[config.mk]
export PLATFORM = sky130hd
export DESIGN_NAME = router_pkt_src_flat
export DESIGN_NICKNAME = d
export VERILOG_FILES = /design/src/rtl/router_pkt_src_if.sv /design/src/rtl/router_pkt_src.sv /design/src/flat_wrapper.sv
export SDC_FILE = /design/constraint.sdc
export NUM_CORES = 1
export LEC_CHECK = 0
export BUFFER_PORTS_ARGS = -buffer_cell sky130_fd_sc_hd__buf_2
export CORE_AREA = 2 2 429 218
export CTS_CLUSTER_SIZE = 25
export DETAILED_ROUTE_END_ITERATION = 16
export DIE_AREA = 0 0 431 220
export GPL_ROUTABILITY_DRIVEN = 0
export PLACE_DENSITY_LB_ADDON = 0.2
export SLEW_MARGIN = 20
export SYNTH_ARGS = -nofsm -noshare
export SYNTH_HDL_FRONTEND = slang
export SYNTH_SLANG_ARGS = --single-unit
[constraint.sdc]
create_clock -name clock -period 3.23 [get_ports clock]
set_input_delay 0.1615 -clock clock [delete_from_list [all_inputs] [get_ports clock]]
set_output_delay 0.1615 -clock clock [all_outputs]
set_load 0.02 [all_outputs]
[src/rtl/router_pkt_src_if.sv]
// router_pkt_src_if: bundles the buffer write port, the start command and
// the router-facing byte stream of the packet source.
//   master : the packet source (drives status, pkt_valid/data_out, pulses)
//   slave  : whoever stages payload, issues start and models the router
interface router_pkt_src_if;
  logic       wr_en;        // payload buffer write strobe
  logic [7:0] wr_data;      // payload byte to write
  logic [5:0] buf_count;    // bytes currently staged
  logic       buf_full;     // buf_count == MAX_LEN
  logic       start;        // single-cycle transmit request
  logic [1:0] dest_addr;    // destination port, sampled with start
  logic       inj_err;      // sampled with start, 1 = inverted parity
  logic       router_busy;  // router stall
  logic       pkt_valid;    // high during header and payload bytes
  logic [7:0] data_out;     // byte to router
  logic       tx_active;    // high from HEADER through GAP
  logic       done;         // pulse when parity byte is consumed
  logic       start_err;    // pulse when start is rejected
  logic [7:0] pkt_count;    // packets sent, wrapping

  modport master (
    input  wr_en, wr_data, start, dest_addr, inj_err, router_busy,
    output buf_count, buf_full, pkt_valid, data_out, tx_active, done,
           start_err, pkt_count
  );

  modport slave (
    output wr_en, wr_data, start, dest_addr, inj_err, router_busy,
    input  buf_count, buf_full, pkt_valid, data_out, tx_active, done,
           start_err, pkt_count
  );
endinterface

[src/rtl/router_pkt_src.sv]
// router_pkt_src: packet source for the 1x3 router. Payload bytes are staged
// into an internal buffer while idle; a start command sends the buffer as
// header {len,dest}, payload bytes and a parity byte (XOR of header and
// payload, optionally inverted), honouring router_busy back-pressure.
// Ports:
//   clock  : rising-edge clock
//   resetn : synchronous, active-low reset
//   bus    : router_pkt_src_if.master (write port, start command, byte
//            stream to the router, status and pulse outputs)
module router_pkt_src #(
  parameter int MAX_LEN    = 63,  // buffer depth, 1..63 (6-bit length field)
  parameter int GAP_CYCLES = 2    // idle cycles after parity, >= 1
) (
  input  logic              clock,
  input  logic              resetn,
  router_pkt_src_if.master  bus
);

  typedef enum logic [2:0] {
    S_IDLE    = 3'd0,
    S_HEADER  = 3'd1,
    S_PAYLOAD = 3'd2,
    S_PARITY  = 3'd3,
    S_GAP     = 3'd4
  } state_t;

  localparam logic [5:0] MAX_LEN_C = 6'(MAX_LEN);
  localparam int GAP_W = (GAP_CYCLES > 1) ? $clog2(GAP_CYCLES) : 1;
  localparam logic [GAP_W-1:0] GAP_LAST = GAP_W'(GAP_CYCLES - 1);

  // Final parity byte: running XOR folded with the last payload byte,
  // inverted when an error is being injected.
  function automatic logic [7:0] parity_out(input logic [7:0] acc,
                                            input logic [7:0] last,
                                            input logic       inv);
    return (acc ^ last) ^ {8{inv}};
  endfunction

  state_t           state_r;
  logic [7:0]       mem [MAX_LEN];
  logic [5:0]       buf_count_r;
  logic             buf_full_r;
  logic [5:0]       idx_r;
  logic [5:0]       len_r;
  logic [7:0]       parity_r;
  logic             err_r;
  logic [GAP_W-1:0] gap_cnt_r;
  logic             pkt_valid_r;
  logic [7:0]       data_out_r;
  logic             tx_active_r;
  logic             done_r;
  logic             start_err_r;
  logic [7:0]       pkt_count_r;

  logic             wr_ok_s;
  logic [5:0]       eff_count_s;
  logic             start_ok_s;

  // A same-cycle write lands before start is evaluated, so the packet
  // length is the count including that write.
  assign wr_ok_s     = (state_r == S_IDLE) && bus.wr_en && !buf_full_r;
  assign eff_count_s = buf_count_r + {5'd0, wr_ok_s};
  assign start_ok_s  = (bus.dest_addr != 2'd3) && (eff_count_s != 6'd0);

  // Payload buffer write port; contents need no reset.
  always_ff @(posedge clock) begin
    if (wr_ok_s) begin
      mem[buf_count_r] <= bus.wr_data;
    end
  end

  // Packet FSM with all outputs registered.
  always_ff @(posedge clock) begin
    if (!resetn) begin
      state_r     <= S_IDLE;
      buf_count_r <= 6'd0;
      buf_full_r  <= 1'b0;
      idx_r       <= 6'd0;
      len_r       <= 6'd0;
      parity_r    <= 8'd0;
      err_r       <= 1'b0;
      gap_cnt_r   <= '0;
      pkt_valid_r <= 1'b0;
      data_out_r  <= 8'd0;
      tx_active_r <= 1'b0;
      done_r      <= 1'b0;
      start_err_r <= 1'b0;
      pkt_count_r <= 8'd0;
    end else begin
      done_r      <= 1'b0;
      start_err_r <= 1'b0;
      case (state_r)
        S_IDLE: begin
          if (wr_ok_s) begin
            buf_count_r <= eff_count_s;
            buf_full_r  <= (eff_count_s == MAX_LEN_C);
          end
          if (bus.start) begin
            if (start_ok_s) begin
              state_r     <= S_HEADER;
              pkt_valid_r <= 1'b1;
              data_out_r  <= {eff_count_s, bus.dest_addr};
              len_r       <= eff_count_s;
              err_r       <= bus.inj_err;
              tx_active_r <= 1'b1;
            end else begin
              start_err_r <= 1'b1;
            end
          end
        end
        S_HEADER: begin
          if (!bus.router_busy) begin
            parity_r   <= data_out_r;
            idx_r      <= 6'd0;
            data_out_r <= mem[6'd0];
            state_r    <= S_PAYLOAD;
          end
        end
        S_PAYLOAD: begin
          if (!bus.router_busy) begin
            parity_r <= parity_r ^ data_out_r;
            if (idx_r == len_r - 6'd1) begin
              data_out_r  <= parity_out(parity_r, data_out_r, err_r);
              pkt_valid_r <= 1'b0;
              state_r     <= S_PARITY;
            end else begin
              idx_r      <= idx_r + 6'd1;
              data_out_r <= mem[idx_r + 6'd1];
            end
          end
        end
        S_PARITY: begin
          if (!bus.router_busy) begin
            done_r      <= 1'b1;
            pkt_count_r <= pkt_count_r + 8'd1;
            buf_count_r <= 6'd0;
            buf_full_r  <= 1'b0;
            pkt_valid_r <= 1'b0;
            data_out_r  <= 8'd0;
            gap_cnt_r   <= '0;
            state_r     <= S_GAP;
          end
        end
        S_GAP: begin
          if (gap_cnt_r == GAP_LAST) begin
            state_r     <= S_IDLE;
            tx_active_r <= 1'b0;
          end else begin
            gap_cnt_r <= gap_cnt_r + 1'b1;
          end
        end
        default: begin
          state_r     <= S_IDLE;
          pkt_valid_r <= 1'b0;
          tx_active_r <= 1'b0;
        end
      endcase
    end
  end

  assign bus.buf_count = buf_count_r;
  assign bus.buf_full  = buf_full_r;
  assign bus.pkt_valid = pkt_valid_r;
  assign bus.data_out  = data_out_r;
  assign bus.tx_active = tx_active_r;
  assign bus.done      = done_r;
  assign bus.start_err = start_err_r;
  assign bus.pkt_count = pkt_count_r;

endmodule

[src/flat_wrapper.sv]
// flat-port wrapper written by rule: the top's interface ports become plain ports
module router_pkt_src_flat 
#(
  parameter int MAX_LEN    = 63,                                             
  parameter int GAP_CYCLES = 2                                     
)
  (clock, resetn, bus_wr_en, bus_wr_data, bus_start, bus_dest_addr, bus_inj_err, bus_router_busy, bus_buf_count, bus_buf_full, bus_pkt_valid, bus_data_out, bus_tx_active, bus_done, bus_start_err, bus_pkt_count);
  router_pkt_src_if bus_i ();
  input  logic clock;
  input  logic resetn;
  input wire logic [$bits(bus_i.wr_en)-1:0] bus_wr_en;
  input wire logic [$bits(bus_i.wr_data)-1:0] bus_wr_data;
  input wire logic [$bits(bus_i.start)-1:0] bus_start;
  input wire logic [$bits(bus_i.dest_addr)-1:0] bus_dest_addr;
  input wire logic [$bits(bus_i.inj_err)-1:0] bus_inj_err;
  input wire logic [$bits(bus_i.router_busy)-1:0] bus_router_busy;
  output wire logic [$bits(bus_i.buf_count)-1:0] bus_buf_count;
  output wire logic [$bits(bus_i.buf_full)-1:0] bus_buf_full;
  output wire logic [$bits(bus_i.pkt_valid)-1:0] bus_pkt_valid;
  output wire logic [$bits(bus_i.data_out)-1:0] bus_data_out;
  output wire logic [$bits(bus_i.tx_active)-1:0] bus_tx_active;
  output wire logic [$bits(bus_i.done)-1:0] bus_done;
  output wire logic [$bits(bus_i.start_err)-1:0] bus_start_err;
  output wire logic [$bits(bus_i.pkt_count)-1:0] bus_pkt_count;
  assign bus_i.wr_en = bus_wr_en;
  assign bus_i.wr_data = bus_wr_data;
  assign bus_i.start = bus_start;
  assign bus_i.dest_addr = bus_dest_addr;
  assign bus_i.inj_err = bus_inj_err;
  assign bus_i.router_busy = bus_router_busy;
  assign bus_buf_count = bus_i.buf_count;
  assign bus_buf_full = bus_i.buf_full;
  assign bus_pkt_valid = bus_i.pkt_valid;
  assign bus_data_out = bus_i.data_out;
  assign bus_tx_active = bus_i.tx_active;
  assign bus_done = bus_i.done;
  assign bus_start_err = bus_i.start_err;
  assign bus_pkt_count = bus_i.pkt_count;
  router_pkt_src #(.MAX_LEN(MAX_LEN), .GAP_CYCLES(GAP_CYCLES)) u_core (.clock(clock), .resetn(resetn), .bus(bus_i));
endmodule
# Yosys cells after proc, flatten, opt, wreduce, memory -nomap -nowiden
# Memories as Yosys holds them, arrays and structs flattened.
# Index checks and enable logic that the tools add are counted.
dict set report classes {
  add_sub_neg 5
  mul 0
  div 0
  magnitude_cmp 0
  n_eq_ne 16
  n_shift 0
  mux 40
  n_bitwise 5
  n_reduce_logical 24
}
# cell n
set ops {}
lappend ops {{8-bit two-way mux} 8}
lappend ops {{8-bit one-hot mux with 4 select lines} 1}
lappend ops {{6-bit two-way mux} 4}
lappend ops {{6-bit one-hot mux with 2 select lines} 2}
lappend ops {{3-bit two-way mux} 7}
lappend ops {{8-bit one-hot mux with 2 select lines} 1}
lappend ops {{8-bit XOR} 2}
lappend ops {{3-bit one-hot mux with 5 select lines} 1}
lappend ops {{1-bit two-way mux} 12}
lappend ops {{2-bit != test (second input constant)} 6}
lappend ops {{3-bit AND reduction} 4}
lappend ops {{6-bit AND reduction} 2}
lappend ops {{8-bit by 1-bit adder with 8-bit output (second input constant)} 1}
lappend ops {{2-bit by 1-bit != test with 1-bit output (second input constant)} 4}
lappend ops {{4-bit AND reduction} 2}
lappend ops {{7-bit AND reduction} 1}
lappend ops {{6-bit by 1-bit adder with 6-bit output} 1}
lappend ops {{6-bit by 1-bit adder with 6-bit output (second input constant)} 1}
lappend ops {{3-bit by 2-bit equality test with 1-bit output (second input constant)} 2}
lappend ops {{6-bit equality test} 1}
lappend ops {{6-bit equality test (second input constant)} 1}
lappend ops {{2-bit AND reduction} 3}
lappend ops {{2-bit nonzero test} 3}
lappend ops {{6-bit nonzero test} 1}
lappend ops {{14 further kinds} 19}
dict set report totals {
  regBits 52
  latchBits 0
  mem_bits_rw 504
  romBits 0
  input_bits 16
  wordCells 105
  mem_count 1
}
# name depth width read_ports rd_ports_with_merged_regs write_ports line
set memory_table {}
lappend memory_table {u_core.mem 63 8 2 0 1 router_pkt_src.sv:40} ;# logic [7:0] mem [MAX_LEN];

# Longest topological paths before layout
# Gate-level depths: netlist (run 1).
dict set report logic_depth {
  word_depth 9
  mapped_depth 16
}

# Least setup slack after synthesis (run 1)
# Ideal clock, no wire load.
dict set report synth_path {
  path_type {reg2reg}
  from {reg u_core.state_r[1]}
  to {reg u_core.data_out_r[7] (netlist: u_core.bus.data_out[7])}
  setup_ps 119
  arrival_ps 3032
  path_slack_ps 79
  path_stages_with_launch 15
  path_buffers 4
  period_less_slack_ps 3151
  path_cell_list {dfxtp_1 > buf_2 > nor2_1 > nand3_1 > inv_1 > clkbuf_1 > ha_1 > nand3_1 > xnor2_1 > nor4b_2 > a21oi_1 > or2_1 > clkbuf_1 > buf_2 > o221a_2}
}
dict set report synth_between {
  elab_chain_len 8
}
# item line
set synth_lines {}
lappend synth_lines {{start: declaration} router_pkt_src.sv:39} ;# state_t state_r;
lappend synth_lines {{start signal: assignment} router_pkt_src.sv:75} ;# state_r <= S_IDLE;
lappend synth_lines {{start signal: assignment} router_pkt_src.sv:100} ;# state_r <= S_HEADER;
lappend synth_lines {{start signal: assignment} router_pkt_src.sv:116} ;# state_r <= S_PAYLOAD;
lappend synth_lines {{3-bit zero test} {router_pkt_src.sv:61, router_pkt_src.sv:92}}
lappend synth_lines {{1-bit logical AND (2 in a row)} router_pkt_src.sv:61} ;# assign wr_ok_s = (state_r == S_IDLE) && bus.wr_en && !buf_full_r;
lappend synth_lines {{6-bit by 1-bit adder with 6-bit output} router_pkt_src.sv:62} ;# assign eff_count_s = buf_count_r + {5'd0, wr_ok_s};
lappend synth_lines {{6-bit nonzero test} router_pkt_src.sv:63} ;# assign start_ok_s = (bus.dest_addr != 2'd3) && (eff_count_s != 6'd0);
lappend synth_lines {{1-bit logical AND} router_pkt_src.sv:63}
lappend synth_lines {{2-bit by 1-bit != test with 1-bit output (no line)} -}
lappend synth_lines {{6-bit AND reduction (no line)} -}
lappend synth_lines {{end signal: assignment} router_pkt_src.sv:102} ;# data_out_r <= {eff_count_s, bus.dest_addr};
lappend synth_lines {{end signal: assignment} router_pkt_src.sv:115} ;# data_out_r <= mem[6'd0];
lappend synth_lines {{end signal: assignment} router_pkt_src.sv:123} ;# data_out_r <= parity_out(parity_r, data_out_r, err_r);
lappend synth_lines {{end: declaration} router_pkt_src.sv:49} ;# logic [7:0] data_out_r;
# Several ways; a longest one is shown, not always the timed one. The select of a mux whose other input is x is not followed.
# A chain may end at the register's enable or synchronous reset.

# Final worst setup path (run 1)
dict set report layout_path {
  from {reg u_core.len_r[0]}
  to {reg u_core.idx_r[3]}
}
dict set report layout_between {
  elab_chain_len 4
}
# item line
set layout_lines {}
lappend layout_lines {{start: declaration} router_pkt_src.sv:44} ;# logic [5:0] len_r;
lappend layout_lines {{start signal: assignment} router_pkt_src.sv:103} ;# len_r <= eff_count_s;
lappend layout_lines {{6-bit by 1-bit subtractor with 6-bit output} router_pkt_src.sv:122} ;# if (idx_r == len_r - 6'd1) begin
lappend layout_lines {{6-bit equality test} router_pkt_src.sv:122}
lappend layout_lines {{2-bit != test (no line)} -}
lappend layout_lines {{4-bit AND reduction (no line)} -}
lappend layout_lines {{end signal: assignment} router_pkt_src.sv:127} ;# idx_r <= idx_r + 6'd1;
lappend layout_lines {{end: declaration} router_pkt_src.sv:43} ;# logic [5:0] idx_r;
# No other way between the ends.

==> results of run 1 <==
## logic make-up (layout without fill, tap and decap cells)
logic type | Yosys count | count (layout) | synth area share
mux | 161 | 161 | 0.143
xor+xnor | 44 | 44 | 0.0188
fa+ha+maj | 6 | 6 | 0.00331
other cells | 0 | 1 | 0
flops | 556 | 556 | 0.714
compound gates | 129 | 129 | 0.0396
buf+inv | 77 | 286 | 0.0190
simple gates | 319 | 319 | 0.0626
## metal layers
| layer | vias to the layer above | part of all wire | global-route usage |
|---|---|---|---|
| met2 | 450 | 0.36 | 0.177 |
| li1 | 5508 | - | - |
| met3 | 50 | 0.095 | 0.0452 |
| met4 | 0 | 0.0073 | 0.0156 |
| met1 | 6847 | 0.53 | 0.244 |
| met5 | - | 0 | 0 |
## area by class of cell
class,instances,area (um2)
Fill cell,9014,64700
Inverter,6,22.5
Sequential cell,556,16200
Clock inverter,26,309
Tap cell,1215,1520
Multi-Input combinational cell,659,6090
Timing Repair Buffer,196,1510
Clock buffer,58,1280
Antenna cell,1,2.50
## what timing repair did
item,in CTS,in global routing
endpoints found under the hold margin,19,0
hold buffers,5,0
setup buffers,0,0
setup endpoints to repair,0,0
## where the power goes
group | internal (mW) | total (mW) | switching, mW | leakage [nW]
Combinational | 0.909 | 2.38 | 1.47 | 2.67
Sequential | 7.98 | 8.18 | 0.203 | 4.96
Clock | 3.38 | 6.09 | 2.71 | 0.784
## critical path, stage by stage (launching register included)
cell and delay [ps]:
dfxtp_1 450, inv_1 70, ha_1 240, xnor3_1 210, a32oi_1 60, nor3_1 590, a21o_1 500, buf_4 270
nor2_2 110, a22oi_1 300, nor2_1 70
## layout by cell type, fill, tap and decap left out, types with 4 or more instances in the layout
| master | n |
|---|---|
| clkbuf_16 | 50 |
| buf_2 | 39 |
| dfxtp_1 | 51 |
| nor3_1 | 21 |
| nand3_1 | 17 |
| xor2_1 | 19 |
| nand4_1 | 15 |
| clkinv_1 | 7 |
| mux2i_1 | 30 |
| xnor2_1 | 19 |
| o311ai_0 | 4 |
| mux4_2 | 129 |
| bufinv_16 | 7 |
| o211ai_1 | 5 |
| nor2_1 | 157 |
| a31oi_1 | 4 |
| edfxtp_1 | 504 |
| o221ai_1 | 5 |
| buf_12 | 10 |
| dlygate4sd3_1 | 5 |
| and3_1 | 5 |
| clkbuf_1 | 8 |
| buf_4 | 142 |
| nand3b_1 | 4 |
| nor2b_1 | 7 |
| inv_1 | 5 |
| ha_1 | 5 |
| a21oi_1 | 27 |
| nand2_1 | 73 |
| clkinv_2 | 11 |
| a22oi_1 | 11 |
| a211oi_1 | 8 |
| o21ai_0 | 23 |
| a32oi_1 | 16 |
## synthesized netlist by cell type (all sizes together) (4+ instances only)
cell,count
xnor2,21
nand3,18
a21oi,27
a22oi,11
clkbuf,29
o211ai,5
and3,5
o311ai,4
mux4,129
dfxtp,52
nor2b,7
ha,6
mux2i,30
buf,42
nand4,15
nor3,21
inv,5
a31oi,4
nor2,159
o221ai,5
xor2,22
a211oi,8
nand3b,4
edfxtp,504
nand2,73
a32oi,16
o21ai,25
## metrics by stage
step / utilization / total power, mW / hold slack [ps] / instances
finish: 0.294 / 16.7 / 69.8 / 2717
global route: 0.294 / 17.3 / 65.2 / 2716
CTS: 0.294 / 16.8 / 35.3 / 2716
detailed placement: 0.276 / 10.7 / 426 / 2627
global placement: 0.276 / 10.7 / 416 / 2627
floorplan: - / 9.66 / 260 / 1292
## worst max path at each step
stage | endpoint | slack (ps) | cells past startpoint | from
after floorplan | u_core.bus.data_out[7]$_SDFFE_PN0P_ | 80 | 14 | u_core.state_r[1]$_SDFFE_PN0P_
after global placement | u_core.idx_r[3]$_SDFFE_PN0P_ | 330 | 10 | u_core.len_r[0]$_SDFFE_PN0P_
after detailed placement | u_core.bus.data_out[1]$_SDFFE_PN0P_ | 350 | 9 | u_core.idx_r[1]$_SDFFE_PN0P_
after CTS | u_core.bus.data_out[1]$_SDFFE_PN0P_ | 340 | 9 | u_core.idx_r[1]$_SDFFE_PN0P_
after global routing | u_core.idx_r[3]$_SDFFE_PN0P_ | 130 | 10 | u_core.len_r[0]$_SDFFE_PN0P_
final | u_core.idx_r[3]$_SDFFE_PN0P_ | 230 | 10 | u_core.len_r[0]$_SDFFE_PN0P_
## state kept, by name (all words and copies together) (netlist names), 3 cells and up
signal	flops
u_core.bus.data_out	8
u_core.idx_r	6
u_core.bus.pkt_count	8
u_core.mem	504
u_core.bus.buf_count	6
u_core.parity_r	8
u_core.len_r	6
u_core.state_r	3
==> results by group, run 1 <==
Status
  • Status: finished, final reports clean

Route
  • Drt pass-1 iters: 5
  • Detailed Route WL: 69800 um
  • Vias: 12900
  • Initial drt markers: roughly 1500
  • Final ANT Viol Nets: 0
  • Vias per cell: roughly 4.7
  • Residual DRC: 0
  • WL/cell: approximately 26 um

Place
  • Setup WS pre-CTS: about 350 ps
  • Dpl cell area: ~0.025 mm2
  • # port buffers: between 40 and 50
  • Detailed Place HPWL: roughly 48000 um

Synth
  • Synth unique cells: 65
  • Seq cells post-synth: between 500 and 600
  • Prevailing post-synth register cell: edfxtp_1
  • Post-synthesis sequential area ratio: 0.714
  • Syn Nets: 1314
  • Mapped cell area: between 0.02 and 0.025 mm2
  • Synth top area share: 0.668
  • Asr flop ratio synth: 0
  • Leading area contributor after synthesis: edfxtp_1
  • Largest cells by area after synthesis: edfxtp_1 (67%), mux4_2 (13%), dfxtp_1 (4.6%), nor2_1 (2.6%), mux2i_1 (1.3%)
  • EDFF count, synth: between 500 and 600
  • Mapped Cells: between 1000 and 1500
  • Warnings from Yosys: 0
  • Mean Syn Cell Area: approximately 18 um2

Run
  • Max-cap violations: 0

STA
  • Worst Skew: around 30 ps
  • Fin. Hold Viols: 0
  • Final min period: 3000 ps
  • Max frequency: approximately 330 MHz
  • Final Cycle Share: 0.928
  • Final setup vio count: 0
  • Worst slew pin tran: a little over 1000 ps
  • Setup ws final: 231 ps
  • Slew Limit Fails: 0
  • Setup TNS: 0 ps
  • Worst slew margin: 0.328
  • RSZ-0062 raised after global routing: no

Critical path
  • Critical Path AT: between 3000 and 4000 ps
  • CP Class: reg2reg
  • Crit Path Max Fanout: 8
  • FF-to-FF End: u_core.idx_r[3]$_SDFFE_PN0P_
  • Reg2reg path depth: 10
  • Worst r2r src: u_core.len_r[0]$_SDFFE_PN0P_
  • CP required: around 3700 ps
  • CP Capture Type: flop
  • Critical Path Start Type: flop
  • R2r setup slk: roughly 230 ps

Floorplanning
  • Die Y: roughly 220 um
  • Num ports: 43
  • Initial Utilization: 0.247
  • Die Area: 0.0948 mm2
  • Core Area: between 0.09 and 0.1 mm2
  • FP Rows: 79
  • Die width: roughly 430 um

Final layout
  • Share of cells above drive strength 1: 0.274
  • Post-route cell area: 0.0269 mm2
  • Fin nets: 1490
  • Synth-to-Final Area Change: 18.8%

Power and ir drop
  • Static leakage: about 8.4 nW
  • Cell area power density: approximately 620 mW/mm2
  • Maximum vdd drop: around 0.00036 V

Hold path
  • Hold Path Class: in2reg
  • Hold Crit Depth: 3
  • Hold path endpoint: u_core.bus.data_out[1]$_SDFFE_PN0P_
  • Hold_sp: bus_dest_addr[1]

GRT
  • Tot GR Track Use: 0.145
  • First-pass GRT wire length: between 90000 and 100000 um
  • Vias in the first global route: 12500
  • Pin count of the biggest net entering global routing: 53
  • Antenna violations before repair: 9
  • Total global routing overflow: 0

Clock tree
  • Worst skew pair latency: about 600 ps
  • CTS clock-pin slew for the worst setup and hold paths: 70 ps
  • PostCTS Resize Cnt: 0
  • Maximum clock insertion buffer count: 3
  • CTS Buf Count: 49
  • H-Tree Depth: 2
  • Root buffer cell: clkbuf_16
  • CTS tree: built
  • TritonCTS Sinks: 556
Note: power is estimated with default switching activity, not from simulation.
==> run 2, diff against run 1 <==
BUFFER_PORTS_ARGS = unset   (was -buffer_cell sky130_fd_sc_hd__buf_2)
DONT_BUFFER_PORTS = 1   (was unset)
MAX_ROUTING_LAYER = met4   (was unset)
==> run 2 against run 1 <==
Via count down 0.19%. Sequential power up 0.7%. Count of clock-buffer cells in the layout down 4. Cell area unchanged. Non-clock buffer count down 34. Largest cell class unchanged. Critical endpoint is now u_core.bus.data_out[0]$_SDFFE_PN0P_. Worst setup slack worse by 48 ps. Highest routed layer unchanged. Sequential share of layout area unchanged. Total power down 0.55%. Fmax down 1.6%. Die area unchanged.
==> results by group, run 2 (synthesis gave the netlist of run 1 again) <==
Status
  • Status: finished, final reports clean

Power and ir drop
  • P_sw: 4.42 mW (+0.85%)
  • Maximum vdd drop: 0.000410 V (+14%)
  • Combinational power share: 0.135 (-0.008)
  • Pint: 12.1 mW (-1.1%)
  • Flop pwr share: 0.497 (+0.006)
  • Sw Ratio: 0.267 (+0.00371)
  • Clk network pwr share: 0.368 (+0.002)
  • Static leakage: 8.28 nW (-1.6%)
  • Cell area power density: 615 mW/mm2 (-0.55%)

Floorplanning
  • Die Area: 0.0948 mm2 (unchanged)
  • Die Y: 220 um (unchanged)
  • Core Area: 0.0916 mm2 (unchanged)
  • Die width: 431 um (unchanged)
  • Num ports: 43 (unchanged)
  • FP Rows: 79 (unchanged)
  • Initial Utilization: 0.247 (unchanged)

Critical path
  • Critical Path AT: 3550 ps (+90 ps)
  • CP Class: reg2reg
  • CP required: 3730 ps (+40 ps)
  • Reg2reg path depth: 12 (+2)
  • Largest stage delay, worst path: 460 ps (-130 ps)
  • Critical Path Start Type: flop
  • CP Capture Type: flop
  • Crit-path most repeated cell: ha_1
  • Top delay family on crit path: simple AND/OR/NAND/NOR gates
  • WP buf/inv: 1 (-1)
  • Slowest CP cell: or2_2
  • Stages on worst setup path: 12 (+2)
  • Cells along the critical path: nor2_1 > nand3_1 > inv_1 > ha_1 > ha_1 > nor3_1 > a31oi_1 > nor4b_2 > a21oi_1 > or2_2 > o221a_2 > o31a_1
  • Crit Path Max Fanout: 16 (+8)

STA
  • Final Cycle Share: 0.943 (+0.0149)
  • Final setup vio count: 0 (unchanged)
  • Setup TNS: 0 ps (unchanged)
  • Max frequency: 328 MHz (-1.6%)
  • Worst slew pin tran: 1020 ps (+14.7 ps)
  • Final min period: 3050 ps (+48.3 ps)
  • Setup ws final: 183 ps (-48.3 ps)
  • Slew Limit Fails: 0 (unchanged)
  • Worst Skew: 38.3 ps (+7.89 ps)
  • Worst slew margin: 0.316 (-0.0123)
  • Fin. Hold Viols: 0 (unchanged)
  • RSZ-0062 raised after global routing: no

Clock tree
  • CTS clock-pin slew for the worst setup and hold paths: 70 ps (about the same)
  • Maximum clock insertion buffer count: 3 (unchanged)
  • H-Tree Depth: 2 (unchanged)
  • Root buffer cell: clkbuf_16
  • TritonCTS Sinks: 556 (unchanged)
  • CTS tree: built
  • Post-CTS setup buffers: 0 (unchanged)
  • Worst skew pair latency: 620 ps (about the same)
  • CTS Buf Count: 49 (unchanged)

Route
  • Vias per cell: 4.78 (+0.97%)
  • Vias: 12800 (-0.19%)
  • Residual DRC: 0 (unchanged)
  • Drt pass-1 iters: 5 (unchanged)
  • Final ANT Viol Nets: 0 (unchanged)
  • WL/cell: 25.5 um (-0.75%)
  • Initial drt markers: 1511 (-1.4%)
  • Detailed Route WL: 68500 um (-1.9%)

GRT
  • Total global routing overflow: 0 (unchanged)
  • Tot GR Track Use: 0.147 (+0.00200)
  • Pin count of the biggest net entering global routing: 64 (+21%)
  • Vias in the first global route: 12400 (-0.56%)
  • First-pass GRT wire length: 96900 um (-0.58%)
  • Antenna violations before repair: 5 (-4)

Final layout
  • Largest register FFs: 504 (unchanged)
  • Fillers: 9057 (+0.48%)
  • Register with the most flip-flops: u_core.mem
  • FF+latch area: 0.0162 mm2 (unchanged)
  • Multi-input gate area: 0.00609 mm2 (unchanged)
  • Final Util: 0.294 (unchanged)
  • Share of cells above drive strength 1: 0.254 (-0.0201)
  • Most common cell after layout, fill and taps aside: edfxtp_1
  • Synth-to-Final Area Change: 18.8% (unchanged)
  • Commonest non-fill, non-tap cells in the layout: edfxtp_1 (504), nor2_1 (157), buf_4 (131), mux4_2 (129), nand2_1 (73)
  • Cell Count, Final, Fillers Out: 2686 (-1.1%)
  • Fin nets: 1456 (-2.3%)

Place
  • Setup WS pre-CTS: 207 ps (-144 ps)
  • Detailed Place HPWL: 46100 um (-3.9%)
  • Dpl cells: 2574 (-2.0%)
  • # port buffers: 0 (-100%)

Hold path
  • Hold Crit Depth: 3 (unchanged)
  • Hold Path Class: in2reg

Run
  • Max-cap violations: 0 (unchanged)
run 2: cell type report:
type                       count  area share
sequential                   556       0.601
multi-input combinational    659       0.226
tap                         1215      0.0565
timing repair buffer         162      0.0559
clock buffer                  54      0.0463
clock inverter                33      0.0131
inverter                       6    0.000837
antenna                        1   0.0000930
run 2: worst register-to-register path, stage by stage, from the launching register on:
cell and delay, ps:
dfxtp_1 340, nor2_1 60, nand3_1 180, inv_1 120
ha_1 200, ha_1 260, nor3_1 240, a31oi_1 110
nor4b_2 410, a21oi_1 160, or2_2 460, o221a_2 300
o31a_1 100
run 2: stage by stage:
step | total power, mW | cell area (um2) | hold WS, ps
after global routing | 17.2 | 26900 | 51.9
after floorplan | 9.66 | 22700 | 260
after global placement | 10.4 | 24900 | 246
after CTS | 16.7 | 26900 | 10.8
final | 16.6 | 26900 | 50.1
after detailed placement | 10.4 | 24900 | 257
run 2: layer usage:
metal | track usage | share of wire | up-vias
met5 | - | 0 | -
met4 | 0.0194 | 0.0098 | 0
met3 | 0.0319 | 0.079 | 60
met2 | 0.173 | 0.37 | 442
met1 | 0.248 | 0.54 | 6882
li1 | - | - | 5447
run 2: worst paths after layout:
path / startpoint / endpoint / slack [ps]
max reg2reg: u_core.state_r[1]$_SDFFE_PN0P_ / u_core.bus.data_out[0]$_SDFFE_PN0P_ / 180
min reg2reg: u_core.len_r[5]$_SDFFE_PN0P_ / u_core.len_r[5]$_SDFFE_PN0P_ / 520
min: resetn / u_core.parity_r[7]$_SDFFE_PN0P_ / 50
max: u_core.state_r[1]$_SDFFE_PN0P_ / u_core.bus.data_out[0]$_SDFFE_PN0P_ / 180
run 2: power groups by stage:
stage               Sequential (mW)  Combinational, mW  Clock (mW)
floorplan                      8.30               1.36           0
global route                   8.25               2.40        6.51
CTS                            8.23               2.23        6.25
detailed placement             8.39               2.04           0
finish                         8.24               2.23        6.10
global placement               8.39               2.04           0
run 2: timing repair:
action / 4_1_cts / 5_1_grt
gates resized for setup: 0 / 1
hold endpoints to repair: 536 / 0
hold buffers: 24 / 0
endpoints found under the setup margin: 0 / 4
==> run 3, diff against run 2 <==
==> constraint.sdc (replaced) <==
create_clock -name clock -period 3.23 [get_ports clock]
set_input_delay 0.8075 -clock clock [delete_from_list [all_inputs] [get_ports clock]]
set_output_delay 0.8075 -clock clock [all_outputs]
set_load 0.02 [all_outputs]
==> run 3 against run 2 <==
Total power is 2.0% lower. Critical endpoint is now u_core.bus.data_out[6]$_SDFFE_PN0P_. Global-route usage decreased by 0.23 points. Die area did not move. Critical path type unchanged. Highest routed layer unchanged. Critical path depth decreased by 5. Wire length decreased by 1.3%.
==> results by group, run 3 (synthesis gave the netlist of run 1 again) <==
Status
  • Status: finished, final reports clean

Power and ir drop
  • Pint: 12.0 mW (-1.2%)
  • Maximum vdd drop: 0.000334 V (-19%)
  • Cell area power density: 611 mW/mm2 (-0.73%)
  • Power, Total: 16.2 mW (-2.0%)
  • Clk network pwr share: 0.362 (-0.006)
  • Sw Ratio: 0.261 (-0.00566)
  • Combinational power share: 0.130 (-0.005)
  • P_sw: 4.24 mW (-4.1%)
  • Static leakage: 8.13 nW (-1.8%)
  • Flop pwr share: 0.508 (+0.011)

Critical path
  • Critical Path AT: 3430 ps (-120 ps)
  • FF-to-FF End: u_core.bus.data_out[6]$_SDFFE_PN0P_
  • Cells along the critical path: ha_4 > buf_12 > buf_4 > mux4_2 > mux4_2 > a21oi_1 > o221ai_1
  • Top delay family on crit path: multiplexers
  • WP buf/inv: 2 (+1)
  • Slowest CP cell: mux4_2
  • CP Class: reg2reg
  • Worst r2r src: u_core.idx_r[1]$_SDFFE_PN0P_
  • R2r setup slk: 250 ps (+60 ps)
  • CP Capture Type: flop
  • CP required: 3670 ps (-60 ps)
  • Critical Path Start Type: flop
  • Reg2reg path depth: 7 (-5)
  • Largest stage delay, worst path: 600 ps (+140 ps)
  • Crit-path most repeated cell: mux4_2
  • Crit Path Max Fanout: 28 (+12)

Route
  • Final ANT Viol Nets: 0 (unchanged)
  • Residual DRC: 0 (unchanged)
  • Met3 wire length: 5710 um (+5.3%)
  • Vias: 12600 (-1.5%)
  • Met2 wire len: 24800 um (-2.3%)
  • Detailed Route WL: 67500 um (-1.3%)
  • Vias per cell: 4.73 (-0.89%)
  • Drt pass-1 iters: 7 (+2)
  • WL/cell: 25.3 um (-0.74%)
  • Metal-1 WL: 36500 um (-1.4%)
  • Top Metal Used: met4
  • Initial drt markers: 1344 (-11%)

Floorplanning
  • Die Area: 0.0948 mm2 (unchanged)
  • Core Area: 0.0916 mm2 (unchanged)
  • Initial Utilization: 0.247 (unchanged)
  • FP Rows: 79 (unchanged)
  • Num ports: 43 (unchanged)
  • Die Y: 220 um (unchanged)
  • Die width: 431 um (unchanged)

STA
  • Worst slew margin: 0.556 (+0.240)
  • Final Cycle Share: 0.923 (-0.0199)
  • Fin. Hold Viols: 0 (unchanged)
  • RSZ-0062 raised after global routing: no
  • Slew Limit Fails: 0 (unchanged)
  • Worst slew pin tran: 664 ps (-359 ps)
  • Final setup vio count: 0 (unchanged)
  • Worst Skew: 29.8 ps (-8.47 ps)
  • Setup TNS: 0 ps (unchanged)
  • Max frequency: 335 MHz (+2.2%)
  • Final min period: 2980 ps (-64.1 ps)

Clock tree
  • CTS Buf Count: 48 (-2.0%)
  • TritonCTS Sinks: 556 (unchanged)
  • CTS clock-pin slew for the worst setup and hold paths: 70 ps (about the same)
  • H-Tree Depth: 2 (unchanged)
  • Post-CTS setup buffers: 0 (unchanged)
  • Hold-fix buffers at CTS: 0 (-100%)
  • Root buffer cell: clkbuf_16
  • CTS tree: built
  • Maximum clock insertion buffer count: 3 (unchanged)
  • Worst skew pair latency: 610 ps (about the same)
  • PostCTS Resize Cnt: 0 (unchanged)

Hold path
  • Hold Path Class: in2reg
  • Hold path endpoint: u_core.bus.done$_SDFF_PN0_
  • Hold_sp: bus_router_busy
  • Hold Crit Depth: 1 (-2)

GRT
  • Pin count of the biggest net entering global routing: 64 (unchanged)
  • First-pass GRT wire length: 94800 um (-2.2%)
  • Vias in the first global route: 12100 (-2.4%)
  • Total global routing overflow: 0 (unchanged)
  • Tot GR Track Use: 0.145 (-0.00229)
  • Antenna violations before repair: 3 (-2)

Final layout
  • Most common cell after layout, fill and taps aside: edfxtp_1
  • FF+latch area: 0.0162 mm2 (unchanged)
  • Share of cells above drive strength 1: 0.247 (-0.00650)
  • Commonest non-fill, non-tap cells in the layout: edfxtp_1 (504), nor2_1 (157), buf_4 (132), mux4_2 (129), nand2_1 (73)
  • Register with the most flip-flops: u_core.mem
  • Fin nets: 1437 (-1.3%)
  • Fillers: 9004 (-0.59%)
  • Multi-input gate area: 0.00609 mm2 (unchanged)
  • Synth-to-Final Area Change: 17.3%
  • Post-route cell area: 0.0266 mm2 (-1.3%)
  • Cell Count, Final, Fillers Out: 2670 (-0.60%)
  • Largest register FFs: 504 (unchanged)

Place
  • Dpl cells: 2580 (+0.23%)
  • Detailed Place HPWL: 45700 um (-0.87%)
  • Dpl cell area: 0.0250 mm2 (+0.43%)
  • # port buffers: 0 (unchanged)

Run
  • Max-cap violations: 0 (unchanged)
run 3: changes by cell type in the layout (fill, tap and decap cells not counted), sizes merged, moves of 4 or more:
cell and delta:
clkbuf +6, dlygate4sd3 -16, clkinv +4, inv -4, clkinvlp -4
run 3: metrics by stage:
stage	hold WS, ps	setup WS [ps]	util
after floorplan	489	56.3	-
after global placement	505	206	0.273
after detailed placement	520	179	0.273
after CTS	259	271	0.290
after global routing	255	100	0.290
final	293	247	0.290
run 3: worst max path at each step:
stage | from | end | slack [ps] | cells after the start
after floorplan | bus_wr_en | u_core.bus.data_out[7]$_SDFFE_PN0P_ | 60 | 12
after global placement | bus_wr_en | u_core.bus.data_out[7]$_SDFFE_PN0P_ | 210 | 11
after detailed placement | bus_wr_en | u_core.bus.data_out[7]$_SDFFE_PN0P_ | 180 | 10
after CTS | u_core.idx_r[0]$_SDFFE_PN0P_ | u_core.bus.data_out[6]$_SDFFE_PN0P_ | 270 | 7
after global routing | u_core.idx_r[1]$_SDFFE_PN0P_ | u_core.bus.data_out[6]$_SDFFE_PN0P_ | 100 | 6
final | u_core.idx_r[1]$_SDFFE_PN0P_ | u_core.bus.data_out[6]$_SDFFE_PN0P_ | 250 | 7
run 3: routing by layer:
| metal | global-route usage | up-vias |
|---|---|---|
| met2 | 0.171 | 415 |
| met3 | 0.0413 | 57 |
| met1 | 0.238 | 6773 |
| met4 | 0.0174 | 0 |
| li1 | - | 5396 |
| met5 | - | - |
run 3: area by class of cell:
cell class | instances | area share
clock buffers | 60 | 0.0485
multi-input cells | 659 | 0.229
well taps | 1215 | 0.0572
clock inverters | 27 | 0.00871
flip-flops and latches | 556 | 0.609
repair buffers | 144 | 0.0463
diodes | 3 | 0.000283
inverters | 6 | 0.000848
run 3: power by group through the flow:
stage | sequential, mW | clock [mW] | combinational (mW)
after floorplan | 8.30 | 0 | 1.36
after global placement | 8.40 | 0 | 2.09
after detailed placement | 8.39 | 0 | 2.09
after CTS | 8.23 | 6.01 | 2.10
after global routing | 8.25 | 6.30 | 2.26
final | 8.24 | 5.88 | 2.11
